`config.mk`:
```
export PLATFORM = sky130hd
export DESIGN_NAME = t05_histogram_pipe_flat
export DESIGN_NICKNAME = d
export VERILOG_FILES = /design/src/rtl/t05_histogram_pipe_if.sv /design/src/rtl/t05_histogram_pipe.sv /design/src/flat_wrapper.sv
export SDC_FILE = /design/constraint.sdc
export NUM_CORES = 1
export LEC_CHECK = 0
export ABC_AREA = 1
export CORE_MARGIN = 1
export CORE_UTILIZATION = 40
export DETAILED_ROUTE_END_ITERATION = 10
export GPL_TIMING_DRIVEN = 0
export PLACE_DENSITY = 0.67
export SETUP_SLACK_MARGIN = 0.05
export SYNTH_ARGS = -nofsm -noshare
export SYNTH_HDL_FRONTEND = slang
export SYNTH_SLANG_ARGS = --single-unit
```
`constraint.sdc`:
```
create_clock -name clk -period 5.15 [get_ports clk]
set_input_delay 0.7725 -clock clk [delete_from_list [all_inputs] [get_ports clk]]
set_output_delay 0.7725 -clock clk [all_outputs]
set_load 0.02 [all_outputs]
```
`src/rtl/t05_histogram_pipe_if.sv`:
```
// Symbol stream and SRAM command bus of the histogram engine.
// The engine owns the master side; the symbol source and SRAM sit on the slave side.
interface t05_histogram_pipe_if #(
    parameter int SYM_W = 8,
    parameter int CNT_W = 32
);
    logic             sym_valid;
    logic [SYM_W-1:0] sym_in;
    logic             sym_ready;
    logic [CNT_W-1:0] sram_rdata;
    logic [SYM_W-1:0] sram_addr;
    logic [CNT_W-1:0] sram_wdata;
    logic [1:0]       wr_r_en;

    modport master (
        input  sym_valid, sym_in, sram_rdata,
        output sym_ready, sram_addr, sram_wdata, wr_r_en
    );

    modport slave (
        output sym_valid, sym_in, sram_rdata,
        input  sym_ready, sram_addr, sram_wdata, wr_r_en
    );
endinterface

```
`src/rtl/t05_histogram_pipe.sv`:
```
// Symbol-histogram engine: optional zeroing pass, then one SRAM
// read-modify-write per accepted symbol until the end-of-file symbol.
module t05_histogram_pipe #(
    parameter int               SYM_W   = 8,
    parameter int               CNT_W   = 32,
    parameter int               RD_LAT  = 2,
    parameter logic [3:0]       EN_CODE = 4'd1,
    parameter logic [SYM_W-1:0] EOF_SYM = 8'h1A
) (
    input  logic                 clk,
    input  logic                 rst,
    input  logic [3:0]           en_state,
    input  logic                 clear_start,
    t05_histogram_pipe_if.master bus,
    output logic [CNT_W-1:0]     total,
    output logic                 busy,
    output logic                 sat,
    output logic                 eof,
    output logic                 complete
);

    localparam int WAIT_W = (RD_LAT > 1) ? $clog2(RD_LAT) : 1;

    localparam logic [1:0] CMD_RD   = 2'd0;
    localparam logic [1:0] CMD_WR   = 2'd1;
    localparam logic [1:0] CMD_IDLE = 2'd3;

    typedef enum logic [2:0] {
        IDLE,
        CLEAR,
        ACCEPT,
        RD,
        WAIT,
        WR,
        DONE
    } state_t;

    state_t            state;
    logic [SYM_W-1:0]  sym_q;
    logic [SYM_W-1:0]  clr_cnt;
    logic [WAIT_W-1:0] wait_cnt;

    logic              en;
    logic [CNT_W-1:0]  bin_inc;
    logic [CNT_W-1:0]  total_inc;

    assign en = (en_state == EN_CODE);

    // Saturating increments for the bin being rewritten and for the running total.
    assign bin_inc   = (&bus.sram_rdata) ? bus.sram_rdata : bus.sram_rdata + CNT_W'(1);
    assign total_inc = (&total) ? total : total + CNT_W'(1);

    // Moore output decode from the registered state; the SRAM command is silenced while disabled.
    always_comb begin
        // NOTE: every output gets a default first so no path leaves it unassigned and infers a latch.
        bus.sym_ready  = 1'b0;
        bus.wr_r_en    = CMD_IDLE;
        bus.sram_addr  = '0;
        bus.sram_wdata = '0;
        busy           = (state != IDLE) && (state != DONE);
        case (state)
            CLEAR: begin
                bus.wr_r_en   = en ? CMD_WR : CMD_IDLE;
                bus.sram_addr = clr_cnt;
            end
            ACCEPT: begin
                bus.sym_ready = en;
            end
            RD: begin
                bus.wr_r_en   = en ? CMD_RD : CMD_IDLE;
                bus.sram_addr = sym_q;
            end
            WR: begin
                bus.wr_r_en    = en ? CMD_WR : CMD_IDLE;
                bus.sram_addr  = sym_q;
                bus.sram_wdata = bin_inc;
            end
            default: ;
        endcase
    end

    // Phase sequencing, symbol latch, wait countdown and run status; everything freezes while disabled.
    always_ff @(posedge clk or posedge rst) begin
        if (rst) begin
            state    <= IDLE;
            sym_q    <= '0;
            clr_cnt  <= '0;
            wait_cnt <= '0;
            total    <= '0;
            sat      <= 1'b0;
            eof      <= 1'b0;
            complete <= 1'b0;
        end else if (!en) begin
            // NOTE: non-blocking assignments here so every register samples pre-edge values.
            if (state == DONE) begin
                state <= IDLE;
            end
        end else begin
            case (state)
                IDLE: begin
                    total    <= '0;
                    sat      <= 1'b0;
                    clr_cnt  <= '0;
                    eof      <= 1'b0;
                    complete <= 1'b0;
                    state    <= clear_start ? CLEAR : ACCEPT;
                end
                CLEAR: begin
                    clr_cnt <= clr_cnt + SYM_W'(1);
                    if (&clr_cnt) begin
                        state <= ACCEPT;
                    end
                end
                ACCEPT: begin
                    if (bus.sym_valid) begin
                        sym_q <= bus.sym_in;
                        state <= RD;
                    end
                end
                RD: begin
                    wait_cnt <= WAIT_W'(RD_LAT - 1);
                    state    <= WAIT;
                end
                WAIT: begin
                    if (wait_cnt == '0) begin
                        state <= WR;
                    end else begin
                        wait_cnt <= wait_cnt - WAIT_W'(1);
                    end
                end
                WR: begin
                    total <= total_inc;
                    if ((&bin_inc) || (&total_inc)) begin
                        sat <= 1'b1;
                    end
                    if (sym_q == EOF_SYM) begin
                        eof      <= 1'b1;
                        complete <= 1'b1;
                        state    <= DONE;
                    end else begin
                        state <= ACCEPT;
                    end
                end
                DONE: begin
                    state <= DONE;
                end
                default: begin
                    state <= IDLE;
                end
            endcase
        end
    end

endmodule

```
`src/flat_wrapper.sv`:
```
// flat-port wrapper written by rule: the top's interface ports become plain ports
module t05_histogram_pipe_flat 
#(
    parameter int               SYM_W   = 8,
    parameter int               CNT_W   = 32,
    parameter int               RD_LAT  = 2,
    parameter logic [3:0]       EN_CODE = 4'd1,
    parameter logic [SYM_W-1:0] EOF_SYM = 8'h1A
)
  (clk, rst, en_state, clear_start, total, busy, sat, eof, complete, bus_sym_valid, bus_sym_in, bus_sram_rdata, bus_sym_ready, bus_sram_addr, bus_sram_wdata, bus_wr_r_en);
  t05_histogram_pipe_if #(.SYM_W(SYM_W), .CNT_W(CNT_W)) bus_i ();
  input  logic clk;
  input  logic rst;
  input  logic [3:0] en_state;
  input  logic clear_start;
  output logic [CNT_W-1:0] total;
  output logic busy;
  output logic sat;
  output logic eof;
  output logic complete;
  input wire logic [$bits(bus_i.sym_valid)-1:0] bus_sym_valid;
  input wire logic [$bits(bus_i.sym_in)-1:0] bus_sym_in;
  input wire logic [$bits(bus_i.sram_rdata)-1:0] bus_sram_rdata;
  output wire logic [$bits(bus_i.sym_ready)-1:0] bus_sym_ready;
  output wire logic [$bits(bus_i.sram_addr)-1:0] bus_sram_addr;
  output wire logic [$bits(bus_i.sram_wdata)-1:0] bus_sram_wdata;
  output wire logic [$bits(bus_i.wr_r_en)-1:0] bus_wr_r_en;
  assign bus_i.sym_valid = bus_sym_valid;
  assign bus_i.sym_in = bus_sym_in;
  assign bus_i.sram_rdata = bus_sram_rdata;
  assign bus_sym_ready = bus_i.sym_ready;
  assign bus_sram_addr = bus_i.sram_addr;
  assign bus_sram_wdata = bus_i.sram_wdata;
  assign bus_wr_r_en = bus_i.wr_r_en;
  t05_histogram_pipe #(.SYM_W(SYM_W), .CNT_W(CNT_W), .RD_LAT(RD_LAT), .EN_CODE(EN_CODE), .EOF_SYM(EOF_SYM)) u_core (.clk(clk), .rst(rst), .en_state(en_state), .clear_start(clear_start), .bus(bus_i), .total(total), .busy(busy), .sat(sat), .eof(eof), .complete(complete));
endmodule
```
==> implementation parameters, run 1 <==
Parameter                              Value

Outcome
  Run status    finished, final reports clean

Final layout
  Layout Nets    1054
  P&R area growth vs syn    33.6%
  Antenna diode instance count    0
  Fraction of layout cells with a size suffix above 1    slightly below 4%

Yosys
  Synth async-reset ratio    100%
  Number of synthesized register bits    between 50 and 60
  Number of synthesized flops with an enable pin    0
  Combinational family with the most area after synthesis    simple AND/OR/NAND/NOR gates
  Largest cells by area after synthesis    sky130_fd_sc_hd__dfrtp_1 (27%), sky130_fd_sc_hd__nand2_1 (25%), sky130_fd_sc_hd__nor2_1 (11%)
  Sequential-to-total area share from yosys stat    a little over a quarter
  Area fraction in compound gates after synthesis    between 10% and 20%
  Mapped cell area    around 5000 um^2
  Parity-gate share of the synthesized area counting xor and xnor cells    under 10%
  Mean area per synthesized cell    between 5 and 6 um^2
  Post-synthesis share of cell area spent on full adders, half adders and majority gates    less than 1%
  Gate count after technology mapping    between 800 and 900
  Basic-gate share of the synthesized area counting and, or, nand and nor cells    roughly 47%
  Mux contribution to synthesized area    0%
  Area share of the largest cell type after synthesis    ~27%
  Cell type contributing the most total cell area after synthesis    sky130_fd_sc_hd__dfrtp_1
  Distinct cells, synth    35
  Warnings from Yosys    0
  Post-synthesis net count    about 900
  Most instantiated flip-flop cell in the synthesis netlist    sky130_fd_sc_hd__dfrtp_1

Critical path
  Longest individual stage delay on the worst path    about 0.7 ns
  Cell Chain, Critical Path    clkdlybuf4s50_1 -> ha_1 -> inv_2 -> nor2_2 -> nand2_2 -> nor2_4 -> nand2_4 -> buf_6 -> buf_2 -> buf_1 -> a21oi_1 -> clkdlybuf4s50_1
  Startpoint kind of the worst setup timing path    primary input
  Endpoint kind of the worst setup timing path    output pin
  Highest fanout seen on the critical path    10
  Dominant cell type by count on the critical path    sky130_fd_sc_hd__clkdlybuf4s50_1
  Critical path data arrival time    3.99 ns
  Critical Path RT    roughly 4.4 ns
  Kind of critical path    in2out
  Max stage delay cell, worst path    sky130_fd_sc_hd__clkdlybuf4s50_1

Route
  Average wire length per cell after detail routing    around 15 um
  1st-pass router iterations    5
  Number of vias per cell    around 5.0
  DRC Markers    0
  Overall routed net length    between 15 and 20 mm
  Starting DRT DRC Count    between 300 and 400
  Vias after detailed routing    ~5900
  Detail Route Antenna Nets    0

Pwr
  Total power per unit cell area    362 nW/um^2
  Maximum vdd drop    between 100 and 150 uV
  Total leakage power    about 2.9 nW

GRT
  Overall fraction of global-route tracks in use    27.3%
  Residual overflow from global routing    0
  Pin count of the biggest net entering global routing    between 40 and 50
  First-pass GRT wire length    approximately 27 mm
  Number of antenna violations at the first check in global routing    0
  Vias in the first global route    5469

Floorplanning
  Die area    ~13000 um^2
  # IOs    approximately 130
  Initial Utilization    roughly two fifths
  Chip Width    ~110 um
  Area of the placeable core    12100 um^2
  Num rows    40
  Die outline height    between 100 and 150 um

STA
  Setup Viol. Count Final    0
  Fin. Hold Viols    0
  Pins over their slew limit    0
  Summed negative setup slack over all endpoints    0 ns
  Worst slack on hold paths    between 0.5 and 0.6 ns
  Period minus WS final    4.76 ns
  Post-route clock skew    0.00768 ns
  Max Fclk    roughly 210 MHz
  Max-slew headroom at the worst pin    ~56%
  Setup repair after global routing missed its margin    false
  Worst Tran Pin Value    ~0.65 ns
  Period Utilization, post-route    92.5%
  Post-route setup slack    around 0.4 ns

Clocking
  Total clock sinks    54
  H-Tree Depth    2
  Clock buffers created by TritonCTS    5
  Clock tree from TritonCTS    built
  Number of buffers on the longest clock path    2
  Buffer type at the clock tree root    sky130_fd_sc_hd__clkbuf_16
  Clock latency on the worst-skew pair    approximately 0.30 ns
  Number of hold-repair buffers added at the cts stage    0
  Setup Buffers After CTS    0
  Post-cts repair resize count    0
  Clock-pin slew on the worst setup and hold paths    about 0.070 ns

Placement
  Worst slack at placement    0.428 ns
  Number of buffers inserted by port buffering    between 100 and 150
  Half-perimeter wire length of the detailed placement result    14.0 mm
  Final weighted congestion in routability-driven placement    0.983

Hold path
  Path class of the lowest-slack min-delay path    reg2reg

Job
  Max Cap Violations    0
-- cell type report --
cell class                      count  area (um^2)
Buffer                             20          114
Sequential cell                    54         1350
Timing Repair Buffer              127         1280
Inverter                           91          342
Fill cell                        1233         5420
Tap cell                          168          210
Clock buffer                        6          139
Clock inverter                      2         38.8
Multi-Input combinational cell    704         3170
-- power by group --
part | internal [W] | switching (W) | total, W
combinational | 0.000511 | 0.000725 | 0.00124
clock | 0.000245 | 0.000162 | 0.000407
sequential | 0.000574 | 0.000186 | 0.000761
total | 0.00133 | 0.00107 | 0.00240
-- cells in the mapped netlist (2+ instances only) --
cell type / count
sky130_fd_sc_hd__nand2_1: 335
sky130_fd_sc_hd__nor2_1: 143
sky130_fd_sc_hd__inv_1: 90
sky130_fd_sc_hd__dfrtp_1: 54
sky130_fd_sc_hd__o21ai_0: 52
sky130_fd_sc_hd__nand3_1: 49
sky130_fd_sc_hd__a21oi_1: 46
sky130_fd_sc_hd__xnor2_1: 11
sky130_fd_sc_hd__xor2_1: 11
sky130_fd_sc_hd__o22ai_1: 10
sky130_fd_sc_hd__clkbuf_1: 9
sky130_fd_sc_hd__nand4_1: 8
sky130_fd_sc_hd__nor2_2: 5
sky130_fd_sc_hd__buf_6: 4
sky130_fd_sc_hd__nand2_2: 4
sky130_fd_sc_hd__nor2_4: 4
sky130_fd_sc_hd__nor3_1: 4
sky130_fd_sc_hd__buf_2: 3
sky130_fd_sc_hd__ha_1: 3
sky130_fd_sc_hd__nand2_4: 3
sky130_fd_sc_hd__nor4_1: 3
sky130_fd_sc_hd__a211oi_1: 2
sky130_fd_sc_hd__a31oi_1: 2
sky130_fd_sc_hd__buf_1: 2
sky130_fd_sc_hd__o21a_1: 2
-- stage by stage --
stage	total power (W)	instances	area [um^2]	utilization, %
after CTS	0.00241	1172	6640	55.1
final	0.00240	1172	6640	55.1
after detailed placement	0.00199	1164	6460	53.6
after global routing	0.00257	1172	6640	55.1
after global placement	0.00199	1163	6440	53.4
after floorplan	0.00142	869	4970	-
-- registers in the layout, indices dropped and copies added (netlist names) --
name             cells
u_core.clr_cnt       8
u_core.eof           1
u_core.sat           1
u_core.state         3
u_core.sym_q         8
u_core.total        32
u_core.wait_cnt      1
-- cell families after synthesis --
kind of cell             after synthesis
AND/OR/NAND/NOR                      562
flip-flops                            54
AO/OA/AOI/OAI                        117
buffers and inverters                111
XOR/XNOR                              22
adder cells (fa/ha/maj)                3
-- path summary, 6_finish.rpt --
check | startpoint | endpoint | slack, ns | cells after the start
max in group asynchronous | rst | u_core.total[29]$_DFFE_PP0P_ | 3.85 | 3
hold / removal | u_core.clr_cnt[1]$_DFFE_PP0P_ | u_core.clr_cnt[1]$_DFFE_PP0P_ | 0.53 | 2
hold reg to reg | u_core.clr_cnt[1]$_DFFE_PP0P_ | u_core.clr_cnt[1]$_DFFE_PP0P_ | 0.53 | 2
setup reg to reg | u_core.total[1]$_DFFE_PP0P_ | u_core.sat$_DFFE_PP0P_ | 2.61 | 16
setup / recovery | bus_sram_rdata[0] | bus_sram_wdata[20] | 0.39 | 12
min in group asynchronous | rst | u_core.sym_q[1]$_DFFE_PP0P_ | 0.76 | 2
-- worst max-delay path, delay by kind of cell --
family	cells	cell delay (ns)
buffers and inverters	6	1.96
and+or+nand+nor	4	0.64
adders and majority gates	1	0.37
AOI/OAI and AO/OA	1	0.23
-- per-layer routing --
layer	wire length (um)	vias to the layer above	GRT usage, %	share of wire (%)
li1	-	3026	-	-
met1	7460	2608	33.9	44
met2	8000	196	46.6	47
met3	881	43	4.30	5.2
met4	666	0	12.2	3.9
met5	0	-	0	0
-- placed cells by master (no fill, tap or decap), types with 5 or more instances in the layout --
| cell type | instances |
|---|---|
| sky130_fd_sc_hd__a21oi_1 | 46 |
| sky130_fd_sc_hd__clkbuf_1 | 9 |
| sky130_fd_sc_hd__clkbuf_16 | 5 |
| sky130_fd_sc_hd__clkdlybuf4s50_1 | 126 |
| sky130_fd_sc_hd__dfrtp_1 | 54 |
| sky130_fd_sc_hd__inv_1 | 89 |
| sky130_fd_sc_hd__nand2_1 | 335 |
| sky130_fd_sc_hd__nand3_1 | 49 |
| sky130_fd_sc_hd__nand4_1 | 8 |
| sky130_fd_sc_hd__nor2_1 | 143 |
| sky130_fd_sc_hd__nor2_2 | 5 |
| sky130_fd_sc_hd__o21ai_0 | 52 |
| sky130_fd_sc_hd__o22ai_1 | 10 |
| sky130_fd_sc_hd__xnor2_1 | 11 |
| sky130_fd_sc_hd__xor2_1 | 11 |
No activity file was read; power rests on OpenSTA's default activity.
==> run 2: changes to the inputs <==
--- a/config.mk
+++ b/config.mk
@@ -6,7 +6,7 @@
 export NUM_CORES = 1
 export LEC_CHECK = 0
 export ABC_AREA = 1
-export CORE_MARGIN = 1
+export CORE_MARGIN = 5
 export CORE_UTILIZATION = 40
 export DETAILED_ROUTE_END_ITERATION = 10
 export GPL_TIMING_DRIVEN = 0
==> constraint.sdc (replaced) <==
create_clock -name clk -period 5.15 [get_ports clk]
set_input_delay 1.545 -clock clk [delete_from_list [all_inputs] [get_ports clk]]
set_output_delay 1.545 -clock clk [all_outputs]
set_load 0.02 [all_outputs]
==> run 2 against run 1 <==
Net effect:
- critical endpoint is now bus_sram_wdata[15]
- count of clock-buffer cells in the layout stayed put
- hold slack improved by 0.012 ns
- via count increased by 0.27%
- global-route usage is 4.3 points lower
- largest cell class unchanged
- die area grew 15%
- critical path depth is 1 lower
- sequential share of layout area is 0.34 points lower
- power increased by 1.2%
- worst setup slack worse by 0.24 ns
- flip-flop and latch count is the same
- clock power increased by 13%
- sequential power decreased by 0.9%
==> implementation parameters, run 2 (synthesis gave the netlist of run 1 again) <==
Parameter                              Value

Critical path
  Critical path data arrival time    3.46 ns (-0.53 ns)
  Cell Chain, Critical Path    clkdlybuf4s50_1 -> nand2_2 -> nor2_2 -> nand2_2 -> nor2_4 -> nand2_4 -> buf_6 -> buf_2 -> buf_4 -> a21oi_1 -> buf_4
  Top Family by Delay on Critical Path    buffers and inverters
  Max stage delay cell, worst path    sky130_fd_sc_hd__clkdlybuf4s50_1
  Highest fanout seen on the critical path    10 (unchanged)
  Kind of critical path    in2out
  Endpoint kind of the worst setup timing path    output pin
  Count of buffer and inverter cells on the critical path    5 (-1)
  FF-to-FF Start    u_core.total[1]$_DFFE_PP0P_
  Beginning of the critical path    bus_sram_rdata[30]
  Critical Path RT    3.61 ns (-0.77 ns)
  Longest individual stage delay on the worst path    0.53 ns (-0.17 ns)
  Startpoint kind of the worst setup timing path    primary input

Final layout
  Register with the highest flop count    u_core.total
  Antenna diode instance count    0 (unchanged)
  Most frequent cells in the layout    sky130_fd_sc_hd__nand2_1 (332), sky130_fd_sc_hd__nor2_1 (136), sky130_fd_sc_hd__inv_1 (89), sky130_fd_sc_hd__clkdlybuf4s50_1 (64), sky130_fd_sc_hd__dfrtp_1 (54)
  Layout Nets    1058 (+0.38%)
  Most frequent standard cell in the layout excluding fill and tap cells    sky130_fd_sc_hd__nand2_1
  Fraction of layout cells with a size suffix above 1    8.83% (+4.9 points)
  P&R area growth vs syn    35.9%
  Finished Core Util    55.8% (+0.71 points)
  Final Instance Area    6760 um^2 (+1.7%)
  Largest register FFs    32 (unchanged)
  Biggest regs    u_core.total (32), u_core.clr_cnt (8), u_core.sym_q (8)

Route
  Starting DRT DRC Count    536 (+45%)
  Vias after detailed routing    5889 (+0.27%)
  Number of vias per cell    5.01 (about the same)
  Overall routed net length    16.9 mm (-0.40%)
  Detail Route Antenna Nets    0 (unchanged)
  1st-pass router iterations    6 (+1)
  Average wire length per cell after detail routing    14.4 um (-0.74%)
  DRC Markers    0 (unchanged)

STA
  Setup Viol. Count Final    0 (unchanged)
  Pins over their slew limit    0 (unchanged)
  Worst slack on hold paths    0.538 ns (+0.0117 ns)
  Max Fclk    200 MHz (-4.8%)
  Fin. Hold Viols    0 (unchanged)
  Setup repair after global routing missed its margin    true
  Worst Tran Pin Value    0.701 ns (+0.0475 ns)
  Max-slew headroom at the worst pin    53.0% (-3.2 points)
  Period minus WS final    5.00 ns (+0.241 ns)
  Post-route clock skew    0.00714 ns (-0.000538 ns)
  Period Utilization, post-route    97.1% (+4.7 points)

GRT
  Residual overflow from global routing    0 (unchanged)
  Number of antenna violations at the first check in global routing    1 (+1)
  Pin count of the biggest net entering global routing    32 (-22%)
  First-pass GRT wire length    27.2 mm (about the same)
  Overall fraction of global-route tracks in use    22.9% (-4.3 points)
  Vias in the first global route    5650 (+3.3%)

Job
  Max Cap Violations    0 (unchanged)

Clocking
  Clock tree from TritonCTS    built
  Clock buffers created by TritonCTS    5 (unchanged)
  Clock-pin slew on the worst setup and hold paths    0.07 ns (about the same)
  H-Tree Depth    2 (unchanged)
  Total clock sinks    54 (unchanged)
  Clock latency on the worst-skew pair    0.30 ns (about the same)
  Number of hold-repair buffers added at the cts stage    0 (unchanged)
  Number of buffers on the longest clock path    2 (unchanged)
  Buffer type at the clock tree root    sky130_fd_sc_hd__clkbuf_16

Pwr
  Total power per unit cell area    360 nW/um^2 (-0.47%)
  Maximum vdd drop    229 uV (+54%)
  Total leakage power    3.17 nW (+7.9%)

Placement
  Placed standard-cell area    6460 um^2 (unchanged)
  Final weighted congestion in routability-driven placement    0.949 (-3.5%)
  Half-perimeter wire length of the detailed placement result    13.8 mm (-1.0%)
  Number of buffers inserted by port buffering    126 (unchanged)

Floorplanning
  Die area    14800 um^2 (+15%)
  Area of the placeable core    12100 um^2 (+0.41%)
  Num rows    40 (unchanged)
  # IOs    127 (unchanged)
  Initial Utilization    41.1% (-0.17 points)
  Chip Width    121 um (+7.0%)
  Die outline height    121 um (+7.0%)

Outcome
  Run status    finished, final reports clean

Hold path
  Startpoint of the most critical hold path    u_core.sym_q[1]$_DFFE_PP0P_
  Path class of the lowest-slack min-delay path    reg2reg
## run 2: cell types whose count changed in the layout (fill, tap and decap cells not counted), sizes merged, moves of 14 or more
cell	previous run	this run
clkdlybuf4s50	126	64
dlymetal6s2s	0	14
clkdlybuf4s15	0	17
buf	11	27
dlygate4sd2	0	18
## run 2: repair_timing
action,CTS,global route
endpoints found under the setup margin,33,29
setup buffers,3,1
cloned,0,0
pin swaps,4,3
gates resized for setup,123,42
hold endpoints to repair,0,0
## run 2: path summary, 6_finish.rpt
path / end / slack [ns] / cells after the start
hold / removal: u_core.sym_q[1]$_DFFE_PP0P_ / 0.54 / 2
max in group asynchronous: u_core.total[25]$_DFFE_PP0P_ / 2.90 / 3
setup reg to reg: u_core.sat$_DFFE_PP0P_ / 2.66 / 16
min in group asynchronous: u_core.state[1]$_DFFE_PP0P_ / 1.68 / 2
setup / recovery: bus_sram_wdata[15] / 0.15 / 11
hold reg to reg: u_core.sym_q[1]$_DFFE_PP0P_ / 0.54 / 2
## run 2: through the flow
stage	TNS (ns)	setup slack [ns]	std cells	power [W]
after floorplan	0	0.347	869	0.00142
after global placement	-27.97	-1.05	1163	0.00198
after detailed placement	-27.16	-1.02	1164	0.00199
after CTS	0	0.0528	1175	0.00243
after global routing	0	0.0458	1176	0.00261
final	0	0.148	1176	0.00243
## run 2: routing by layer
layer | track usage [%] | part of all wire, % | vias up
met5 | 0 | 0.065 | -
met4 | 6.37 | 2.4 | 2
met3 | 4.80 | 6.8 | 27
met2 | 38.7 | 47 | 200
met1 | 29.6 | 44 | 2632
li1 | - | - | 3028
## run 2: cell type report
cell class	instances	area [um^2]
clock inverters	2	60.1
flip-flops and latches	54	1350
inverters	91	342
fillers	1271	5360
plain buffers	20	119
well taps	168	210
repair buffers	131	1300
clock buffers	6	139
multi-input cells	704	3230
## run 2: power by group
| group | internal [W] | switching (W) | total, W |
|---|---|---|---|
| logic | 0.000493 | 0.000728 | 0.00122 |
| clock network | 0.000292 | 0.000166 | 0.000458 |
| registers | 0.000574 | 0.000180 | 0.000754 |
## run 2: worst min-delay path, delay by kind of cell, from the launching register on
family | cells | cell delay (ns)
AO/OA/AOI/OAI | 1 | 0.11
buffers and inverters | 1 | 0.06
flip-flops | 1 | 0.33
==> run 3: changes to the inputs <==
--- a/config.mk
+++ b/config.mk
@@ -7,10 +7,9 @@
 export LEC_CHECK = 0
 export ABC_AREA = 1
 export CORE_MARGIN = 5
-export CORE_UTILIZATION = 40
+export CORE_UTILIZATION = 25
 export DETAILED_ROUTE_END_ITERATION = 10
 export GPL_TIMING_DRIVEN = 0
-export PLACE_DENSITY = 0.67
 export SETUP_SLACK_MARGIN = 0.05
 export SYNTH_ARGS = -nofsm -noshare
 export SYNTH_HDL_FRONTEND = slang
==> run 3 against run 2 <==
Net effect:
- count of clock-buffer cells in the layout unchanged
- via count is 0.25% higher
- sequential power is 0.9% higher
- wire length rose by 7.0%
- clock power fell by 25%
- critical path depth stayed put
==> implementation parameters, run 3 (synthesis gave the netlist of run 1 again) <==
Parameter                              Value

Placement
  Worst slack at placement    -1.11 ns (-0.0830 ns)
  Half-perimeter wire length of the detailed placement result    14.9 mm (+7.7%)
  Final weighted congestion in routability-driven placement    0.928 (-2.3%)
  Number of buffers inserted by port buffering    126 (unchanged)

Clocking
  Clock latency on the worst-skew pair    0.30 ns (about the same)
  Buffer type at the clock tree root    sky130_fd_sc_hd__clkbuf_16
  Clock buffers created by TritonCTS    5 (unchanged)
  Number of buffers on the longest clock path    2 (unchanged)
  Clock-pin slew on the worst setup and hold paths    0.07 ns (about the same)
  Clock tree from TritonCTS    built
  H-Tree Depth    2 (unchanged)
  Total clock sinks    54 (unchanged)

Route
  DRC Markers    0 (unchanged)
  Starting DRT DRC Count    349 (-35%)
  Overall routed net length    18.1 mm (+7.0%)
  Average wire length per cell after detail routing    14.2 um (-1.8%)
  Vias after detailed routing    5904 (+0.25%)
  Number of vias per cell    4.61 (-8.0%)
  1st-pass router iterations    6 (unchanged)
  Detail Route Antenna Nets    0 (unchanged)

GRT
  Pin count of the biggest net entering global routing    39 (+22%)
  Residual overflow from global routing    0 (unchanged)
  First-pass GRT wire length    28.3 mm (+3.9%)
  Vias in the first global route    5585 (-1.2%)
  Overall fraction of global-route tracks in use    15.7% (-7.3 points)
  Number of antenna violations at the first check in global routing    2 (+1)

STA
  Setup repair after global routing missed its margin    true
  Setup Viol. Count Final    0 (unchanged)
  Fin. Hold Viols    0 (unchanged)
  Post-route clock skew    0.0123 ns (+0.00515 ns)
  Post-route setup slack    0.111 ns (-0.0367 ns)
  Max Fclk    198 MHz (-0.73%)
  Period Utilization, post-route    97.8% (+0.71 points)
  Worst Tran Pin Value    0.605 ns (-0.0962 ns)
  Max-slew headroom at the worst pin    59.4% (+6.5 points)
  Worst slack on hold paths    0.528 ns (-0.0103 ns)
  Period minus WS final    5.04 ns (+0.0367 ns)
  Pins over their slew limit    0 (unchanged)

Job
  Max Cap Violations    0 (unchanged)

Critical path
  Beginning of the critical path    bus_sram_rdata[16]
  Critical path data arrival time    3.49 ns (+0.03 ns)
  Reg-to-reg slack, setup    2.63 ns (-0.03 ns)
  Endpoint kind of the worst setup timing path    output pin
  Highest fanout seen on the critical path    10 (unchanged)
  FF-to-FF Start    u_core.total[1]$_DFFE_PP0P_
  Critical Path RT    3.61 ns (about the same)
  Crit path capture    bus_sram_wdata[21]
  Kind of critical path    in2out
  Startpoint kind of the worst setup timing path    primary input
  Worst R2R Path Depth    16 (unchanged)
  Destination of the worst register-to-register timing path    u_core.sat$_DFFE_PP0P_

Pwr
  Total power per unit cell area    341 nW/um^2 (-5.4%)
  Maximum vdd drop    158 uV (-31%)
  Overall power consumption    0.00233 W (-4.3%)
  Total leakage power    3.12 nW (-1.4%)

Hold path
  Path class of the lowest-slack min-delay path    reg2reg
  Startpoint of the most critical hold path    u_core.clr_cnt[0]$_DFFE_PP0P_

Outcome
  Run status    finished, final reports clean

Floorplanning
  Num rows    51 (+28%)
  Die area    22800 um^2 (+55%)
  Initial Utilization    25.5% (-16 points)
  Die outline height    151 um (+24%)
  Area of the placeable core    19500 um^2 (+61%)
  Chip Width    151 um (+24%)
  # IOs    127 (unchanged)

Final layout
  Layout Nets    1065 (+0.66%)
  Most frequent standard cell in the layout excluding fill and tap cells    sky130_fd_sc_hd__nand2_1
  Register with the highest flop count    u_core.total
  Most frequent cells in the layout    sky130_fd_sc_hd__nand2_1 (332), sky130_fd_sc_hd__nor2_1 (135), sky130_fd_sc_hd__inv_1 (89), sky130_fd_sc_hd__clkdlybuf4s50_1 (66), sky130_fd_sc_hd__dfrtp_1 (54)
  P&R area growth vs syn    37.4%
  Biggest regs    u_core.total (32), u_core.clr_cnt (8), u_core.sym_q (8)
  Fraction of layout cells with a size suffix above 1    9.07% (+0.24 points)
  Largest register FFs    32 (unchanged)
[run 3: metrics by stage]
| stage | std cells | utilization [%] | TNS (ns) | instance area [um^2] |
|---|---|---|---|---|
| floorplan | 869 | - | 0 | 4970 |
| global placement | 1260 | 33.6 | -29.43 | 6570 |
| detailed placement | 1261 | 33.7 | -30.04 | 6590 |
| CTS | 1270 | 34.4 | 0 | 6710 |
| global route | 1281 | 35.0 | 0 | 6830 |
| finish | 1281 | 35.0 | 0 | 6830 |
[run 3: what timing repair did]
item | in CTS | in global routing
setup endpoints to repair | 32 | 31
buffers inserted | 2 | 9
hold buffers | 0 | 0
pin swaps | 3 | 7
gates resized for setup | 131 | 30
[run 3: per-layer routing]
layer  routed length [um]  GRT usage [%]  vias to the layer above  part of all wire [%]
met5                    0              0                        -                     0
met4                  276           3.49                        0                   1.5
met3                 1290           3.23                       19                   7.1
met2                 8550           26.9                      187                    47
met1                 8020           20.3                     2668                    44
li1                     -              -                     3030                     -
[run 3: worst min path at each step]
stage / slack, ns / cells after the start / endpoint
2_1_floorplan: 0.48 / 2 / u_core.clr_cnt[1]$_DFFE_PP0P_
3_3_place_gp: 0.50 / 2 / u_core.clr_cnt[1]$_DFFE_PP0P_
3_5_place_dp: 0.51 / 2 / u_core.clr_cnt[1]$_DFFE_PP0P_
4_1_cts: 0.53 / 2 / u_core.clr_cnt[1]$_DFFE_PP0P_
5_1_grt: 0.55 / 2 / u_core.clr_cnt[1]$_DFFE_PP0P_
6_report: 0.53 / 1 / u_core.clr_cnt[0]$_DFFE_PP0P_
[run 3: final cells by class]
| type | count | area (um^2) |
|---|---|---|
| fill | 2212 | 12700 |
| inverter | 91 | 342 |
| clock inverter | 1 | 7.51 |
| multi-input combinational | 704 | 3230 |
| sequential | 54 | 1350 |
| timing repair buffer | 138 | 1320 |
| antenna | 2 | 5.00 |
| clock buffer | 6 | 129 |
| tap | 265 | 332 |
| buffer | 20 | 121 |
[run 3: worst max-delay path, cell delays in order]
cell                              delay [ns]
sky130_fd_sc_hd__clkdlybuf4s50_1        0.53
sky130_fd_sc_hd__nand2_2                0.10
sky130_fd_sc_hd__nor2_2                 0.12
sky130_fd_sc_hd__nand2_1                0.10
sky130_fd_sc_hd__nor2_4                 0.14
sky130_fd_sc_hd__nand2_4                0.09
sky130_fd_sc_hd__buf_6                  0.15
sky130_fd_sc_hd__clkbuf_4               0.18
sky130_fd_sc_hd__buf_4                  0.18
sky130_fd_sc_hd__a21oi_1                0.19
sky130_fd_sc_hd__buf_4                  0.17
[run 3: power breakdown]
| group | leakage (nW) | total [W] | internal, W | switching [W] |
|---|---|---|---|---|
| sequential | 0.666 | 0.000761 | 0.000574 | 0.000187 |
| combinational | 2.40 | 0.00122 | 0.000490 | 0.000734 |
| clock | 0.0630 | 0.000342 | 0.000179 | 0.000163 |
| total | 3.12 | 0.00233 | 0.00124 | 0.00108 |
